**config.mk**
```make
export PLATFORM = sky130hd
export DESIGN_NAME = proc_sequencer
export DESIGN_NICKNAME = d
export VERILOG_FILES = /design/src/rtl/proc_sequencer.sv
export SDC_FILE = /design/constraint.sdc
export NUM_CORES = 1
export LEC_CHECK = 0
export BUFFER_PORTS_ARGS = -buffer_cell sky130_fd_sc_hd__buf_2
export CAP_MARGIN = 30
export CORE_UTILIZATION = 39
export DETAILED_ROUTE_END_ITERATION = 16
export GPL_ROUTABILITY_DRIVEN = 0
export REMOVE_ABC_BUFFERS = 1
export SETUP_SLACK_MARGIN = 0.3
export SLEW_MARGIN = 10
export SYNTH_ARGS = -nofsm -noshare
export SYNTH_HDL_FRONTEND = slang
export SYNTH_SLANG_ARGS = --single-unit
export TNS_END_PERCENT = 5
```
**constraint.sdc**
```tcl
create_clock -name CLK -period 2.5 [get_ports CLK]
set_input_delay 0.25 -clock CLK [delete_from_list [all_inputs] [get_ports CLK]]
set_output_delay 0.25 -clock CLK [all_outputs]
set_load 0.05 [all_outputs]
```
**src/rtl/proc_sequencer.sv**
```systemverilog
// Multi-cycle FETCH/DECODE/EXECUTE/WRITEBACK sequencer for the AR/T datapath.
// Owns the instruction register, PC, fetch timeout, halt/fault status and retire count.
module proc_sequencer #(
  parameter int ADDR_W   = 16,
  parameter int RESET_PC = 0,
  parameter int TIMEOUT  = 15,
  parameter int CNT_W    = 32
) (
  input  logic              CLK,
  input  logic              RESET,
  input  logic              start,
  input  logic              stop,
  output logic              imem_req,
  output logic [ADDR_W-1:0] imem_addr,
  input  logic              imem_ack,
  input  logic [31:0]       imem_rdata,
  output logic [31:0]       instr,
  output logic              reg_write,
  output logic [ADDR_W-1:0] pc,
  output logic              busy,
  output logic              halted,
  output logic              fault,
  output logic [1:0]        fault_code,
  output logic [CNT_W-1:0]  retired
);

  localparam int TO_W = (TIMEOUT < 2) ? 1 : $clog2(TIMEOUT + 1);

  localparam logic [4:0] OP_AR   = 5'b00000;
  localparam logic [4:0] OP_T    = 5'b00001;
  localparam logic [4:0] OP_HALT = 5'b11111;

  localparam logic [1:0] FC_NONE    = 2'd0;
  localparam logic [1:0] FC_ILLEGAL = 2'd1;
  localparam logic [1:0] FC_TIMEOUT = 2'd2;

  typedef enum logic [2:0] {
    ST_IDLE,
    ST_FETCH,
    ST_DECODE,
    ST_EXECUTE,
    ST_WRITEBACK,
    ST_HALTED,
    ST_FAULT
  } state_t;

  state_t            state_reg, state_next;
  logic [ADDR_W-1:0] pc_reg, pc_next;
  logic [31:0]       instr_reg, instr_next;
  logic [CNT_W-1:0]  retired_reg, retired_next;
  logic [TO_W-1:0]   tcnt_reg, tcnt_next;
  logic [1:0]        fault_code_reg, fault_code_next;
  logic [4:0]        opcode;

  assign opcode = instr_reg[31:27];

  always_comb begin
    state_next      = state_reg;
    pc_next         = pc_reg;
    instr_next      = instr_reg;
    retired_next    = retired_reg;
    tcnt_next       = tcnt_reg;
    fault_code_next = fault_code_reg;
    case (state_reg)
      ST_IDLE: begin
        if (start) state_next = ST_FETCH;
      end
      ST_FETCH: begin
        if (imem_ack) begin
          instr_next = imem_rdata;
          tcnt_next  = '0;
          state_next = ST_DECODE;
        end else if (tcnt_reg == TO_W'(TIMEOUT - 1)) begin
          // This was the last permitted wait cycle; an ack here would still have won.
          tcnt_next       = '0;
          fault_code_next = FC_TIMEOUT;
          state_next      = ST_FAULT;
        end else begin
          tcnt_next = tcnt_reg + TO_W'(1);
        end
      end
      ST_DECODE: begin
        case (opcode)
          OP_AR, OP_T: state_next = ST_EXECUTE;
          OP_HALT:     state_next = ST_HALTED;
          default: begin
            fault_code_next = FC_ILLEGAL;
            state_next      = ST_FAULT;
          end
        endcase
      end
      ST_EXECUTE: begin
        state_next = ST_WRITEBACK;
      end
      ST_WRITEBACK: begin
        pc_next = pc_reg + ADDR_W'(1);
        if (retired_reg != {CNT_W{1'b1}}) retired_next = retired_reg + CNT_W'(1);
        state_next = stop ? ST_IDLE : ST_FETCH;
      end
      ST_HALTED: state_next = ST_HALTED;
      ST_FAULT:  state_next = ST_FAULT;
      default:   state_next = ST_IDLE;
    endcase
  end

  always_ff @(posedge CLK) begin
    if (RESET) begin
      state_reg      <= ST_IDLE;
      pc_reg         <= ADDR_W'(RESET_PC);
      instr_reg      <= '0;
      retired_reg    <= '0;
      tcnt_reg       <= '0;
      fault_code_reg <= FC_NONE;
    end else begin
      state_reg      <= state_next;
      pc_reg         <= pc_next;
      instr_reg      <= instr_next;
      retired_reg    <= retired_next;
      tcnt_reg       <= tcnt_next;
      fault_code_reg <= fault_code_next;
    end
  end

  // Write strobe is masked by reset so a reset landing in WRITEBACK commits nothing.
  assign reg_write  = (state_reg == ST_WRITEBACK) && !RESET;
  assign imem_req   = (state_reg == ST_FETCH);
  assign imem_addr  = imem_req ? pc_reg : '0;
  assign busy       = (state_reg == ST_FETCH) || (state_reg == ST_DECODE) ||
                      (state_reg == ST_EXECUTE) || (state_reg == ST_WRITEBACK);
  assign halted     = (state_reg == ST_HALTED);
  assign fault      = (state_reg == ST_FAULT);
  assign fault_code = fault_code_reg;
  assign instr      = instr_reg;
  assign pc         = pc_reg;
  assign retired    = retired_reg;

endmodule

```
Word level (Yosys, flattened, before mapping) --
Index checks and enable logic that the tools add are counted.
Word-level totals: register bits after elaboration 89, bits in latches 0, memory bits (writable) 0, memory bits (read-only) 0, output and inout port bits 103, word-level logic and storage cells 51, memories 0
Cells by class: $add $sub $neg 3, $mul 0, div/mod/pow operators 0, $lt $le $gt $ge 0, equal/unequal tests 15, shifts and indexed selects 0, mux-type cells 13, bitwise gates (word level) 0, reductions and logical operators 14
Operators with widths (count):
- 32-bit by 1-bit adder with 32-bit output (second input constant) | 1
- 32-bit != test (second input constant) | 1
- 3-bit case mux with 7 select lines | 1
- 16-bit by 1-bit adder with 16-bit output (second input constant) | 1
- 16-bit 2-to-1 mux | 1
- 3-bit equality test (second input constant) | 3
- 3-bit 2-to-1 mux | 3
- 4-bit 2-to-1 mux | 2
- 3-bit by 2-bit equality test with 1-bit output (second input constant) | 2
- 2-bit 2-to-1 mux | 3
- 2-bit != test (second input constant) | 3
- 3-bit case mux with 2 select lines | 1
- 2-bit AND reduction | 3
- 5-bit by 1-bit equality test with 1-bit output (second input constant) | 1
- 5-bit equality test (second input constant) | 1
- 5-bit logical NOT | 1
- 4-bit by 1-bit adder with 4-bit output (second input constant) | 1
- 4-bit equality test (second input constant) | 1
- 2-bit case mux with 2 select lines | 1
- 4-bit AND reduction | 1
- 3-bit by 1-bit equality test with 1-bit output (second input constant) | 1
- 3-bit logical NOT | 1
- 1-bit logical OR | 3
- 3-bit by 1-bit != test with 1-bit output (second input constant) | 1
- other kinds (7) | 7

Depth between registers and ports, before layout --
depth in word-level cells 4, depth in mapped cells 9

Worst setup path after synthesis --
Ideal clock, no wire load.
path type register to output, start point register state_reg[0], end point output port imem_addr[10], arrival time 2441 ps, data required time 2250 ps, setup slack -191 ps, cell stages (with the launch flop) 8, path buffers 4, path through dfxtp_1 buf_2 or3b_2 clkbuf_1 inv_1 clkbuf_1 clkbuf_1 and2_1
Between the ends: word-level cells in the longest chain between the ends 2
RTL lines:
- start, declared | line 47 | state_t state_reg, state_next;
- start signal, assigned | line 115 | state_reg <= state_next;
- 3-bit by 1-bit equality test with 1-bit output | line 126 | assign imem_req = (state_reg == ST_FETCH);
- named net imem_req | line 13 | output logic imem_req,
- 16-bit 2-to-1 mux | line 127 | assign imem_addr = imem_req ? pc_reg : '0;
- end, declared | line 14 | output logic [ADDR_W-1:0] imem_addr,
The timed path passes the listed nets, and every way through them passes these cells.

Worst setup path in the final report --
start point register retired_reg[0], in the netlist retired[0], end point register retired_reg[18], in the netlist retired[18]
Between the ends: word-level cells in the longest chain between the ends 2, elaborated cells between the ends (all ways) 3, classes of those cells 1 x add/sub; 1 x eq/ne; 1 x reduce/logical
RTL lines:
- start, declared | line 50 | logic [CNT_W-1:0] retired_reg, retired_next;
- start signal, assigned | line 118 | retired_reg <= retired_next;
- parallel branches: the longest is 2 deep, another holds 32-bit by 1-bit adder with 32-bit output
Several ways; the timed one is not identified. A chain may end at the register's enable or synchronous reset.

==> impl_metrics.ini <==
[power]
p_leak_uw = 0.00221
ir_drop_mv = 0.276
p_sw_uw = 976
pwr-share-comb_pct = 18.5
power.total_uw = 3200
clkPwrFrac_pct = 33.9
p_int_uw = 2220
seqPwrFrac_pct = 47.5
power-per-cell-area_nw_per_um2 = 611
switching_share_pct = 30.5

[worst_setup_path]
slowest_stage = dfxtp_1
crit_chain = ha_1, nand2_1, buf_4, nor4_1, o211ai_1, buf_4, or4_1, a21oi_1
slowest_delay_ns = 0.40
cp_common_cell = buf_4
ff2ff_setup_slack_ns = 0.30
worst_ep_required_time_ns = 2.79
worst-setup-path-type = register to register
worstSetupEndpointType = register
path_buf_inv = 2
cp_data_arrival_time_ns = 2.50
critPathMaxFanout = 9
start_kind = register
critPathTopFamily = simple AND/OR/NAND/NOR gates

[sta]
finalSetupViolations = 0
finalHoldViolCount = 0
period_minus_slack_ns = 2.20
worst_pin_slew_ns = 0.594
max_freq_ghz = 0.454
slew-limit-headroom_pct = 60.1
slew_viol_final = 0
timing.hold.ws_ns = 0.117
setup_tns_ns = 0
fin_crit_sh_pct = 88.2
clock_skew_ns = 0.00906
rsz0062_at_grt = true

[yosys]
synth_ff_type = dfxtp_1
netlist_instances = 498
synth_edf_count = 0
synthArstFlopShare_pct = 0
avgSynthCellArea_um2 = 8.17
ys_ff_latch = 89
synthesis.area_um2 = 4070
synth_warnings = 0
yosysUniqueCellTypes = 49
ys_seq_area_share_pct = 43.8

[floorplanning]
die-area_um2 = 10800
core_um2 = 9950
chipHeight_um = 104
dieWidth_um = 104
start_util_pct = 40.9
ioPinCount = 140
rows = 36

[cells_and_area]
areaGrowthSynthToFinish_pct = 28.7
drive_gt1_share_pct = 29.1
fillers = 991
antennaDiodeCount = 0
final_cell_mix = buf_2, dfxtp_1, nand2_1
mostFrequentLayoutCell = buf_2
finalNetCount = 682

[detailed_routing]
wire_per_inst_um = 13.7
drc = 0
drt-initial-drc-count = 185
detail-route-antenna-nets = 0
vias = 3992
drt-vias-per-instance = 5.13
firstDrtPassIters = 5
drt-total-wl_um = 10700

[grt]
grt_pass1_wl_um = 17400
grt_pass1_vias = 3582
grt_max_degree = 33
antenna_found_initial = 0
grtUsageTotal_pct = 19.8
overflow = 0

[clock_network]
cts_hold_buf = 0
insertion_delay_ns = 0.37
cts_tree = yes
cts_sinks = 89
clk_pin_slew_ns = 0.09
clockBufferDepth = 2
htreeDepth = 3
clock-root-buffer = clkbuf_8
cts_buffers = 9

[status]
status = complete, no violations

[flow_run]
maxCapViolations = 0

[placement]
hpwl_um = 7660
portBuffers = 139

[hold_path]
hold_path.class = input port to register
[cell usage after synthesis (all sizes together), types with 2 or more instances]
library cell	number	area, um2
a21oi	59	295
a311oi	3	26.3
a31oi	7	43.8
and2	17	106
and3	9	56.3
and4	4	35.0
buf	5	25.0
clkbuf	23	86.3
dfxtp	89	1780
ha	4	50.1
inv	7	26.3
nand2	87	327
nand3	20	105
nand4	14	118
nor2	44	165
nor2b	2	12.5
nor3	6	30.0
nor3b	2	20.0
nor4	7	58.8
o211ai	2	15.0
o21ai	12	60.1
o31ai	9	81.3
or3	12	80.1
or3b	2	20.0
or4	13	105
xnor2	12	105
xor2	15	131
[cell type report]
class                      count  area [um2]  area share (%)
clock buffer                  12         145            2.77
timing repair buffer         159         886            16.9
clock inverter                 3        65.1            1.24
timing repair inverter         1        7.51           0.143
tap                          133         166            3.18
sequential                    89        1780            34.1
multi-input combinational    374        2150            41.1
inverter                       7        30.0           0.573
[layer usage]
metal	up-vias	wire length (um)	track usage [%]
li1	2031	-	-
met1	1851	4880	25.5
met2	96	5200	32.7
met3	14	426	3.32
met4	0	170	8.16
met5	-	0	0
[final timing paths]
path / to / from / cells after the start
hold reg to reg: instr[15]$_SDFFE_PP0N_ / instr[15]$_SDFFE_PP0N_ / 2
setup reg to reg: retired[18]$_SDFFE_PP0P_ / retired[0]$_SDFFE_PP0P_ / 8
setup / recovery: retired[18]$_SDFFE_PP0P_ / retired[0]$_SDFFE_PP0P_ / 8
hold / removal: instr[27]$_SDFFE_PP0N_ / imem_rdata[27] / 3
[worst register-to-register path: stages, from the launching register on]
cell      delay [ns]
dfxtp_1         0.40
ha_1            0.21
nand2_1         0.09
buf_4           0.17
nor4_1          0.36
o211ai_1        0.15
buf_4           0.20
or4_1           0.39
a21oi_1         0.15
[stage by stage]
step	cells	utilization [%]	setup WS, ns	instance area (um2)
final	778	52.6	0.296	5240
after global routing	778	52.6	0.169	5240
after CTS	777	52.5	0.264	5230
after detailed placement	761	49.9	0.217	4960
after global placement	761	49.9	0.287	4960
after floorplan	470	-	-0.583	3960
[kinds of logic (layout without fill, tap and decap cells)]
family                     after synthesis  after routing  share of synthesized area, %
and+or+nand+nor                        244            244                          31.4
AOI/OAI and AO/OA                       97             97                          13.8
DFF                                     89             89                          43.8
buffers and inverters                   35            182                          3.38
xor gates and xnor gates                27             27                          5.81
adders and majority gates                4              4                          1.23
muxes                                    2              2                         0.523
[power by group through the flow]
stage | combinational (uW) | sequential (uW) | clock, uW
floorplan | 235 | 1700 | 0
global placement | 573 | 1550 | 0
detailed placement | 580 | 1550 | 0
CTS | 595 | 1520 | 1120
global route | 643 | 1530 | 1180
finish | 593 | 1520 | 1090
[timing repair]
| action | CTS | global route |
|---|---|---|
| pin swaps | 1 | 1 |
| setup buffers | 0 | 1 |
| cloned | 1 | 0 |
| endpoints found under the setup margin | 53 | 17 |
| resized for setup | 20 | 0 |
Power figures use the tool's default switching activity.
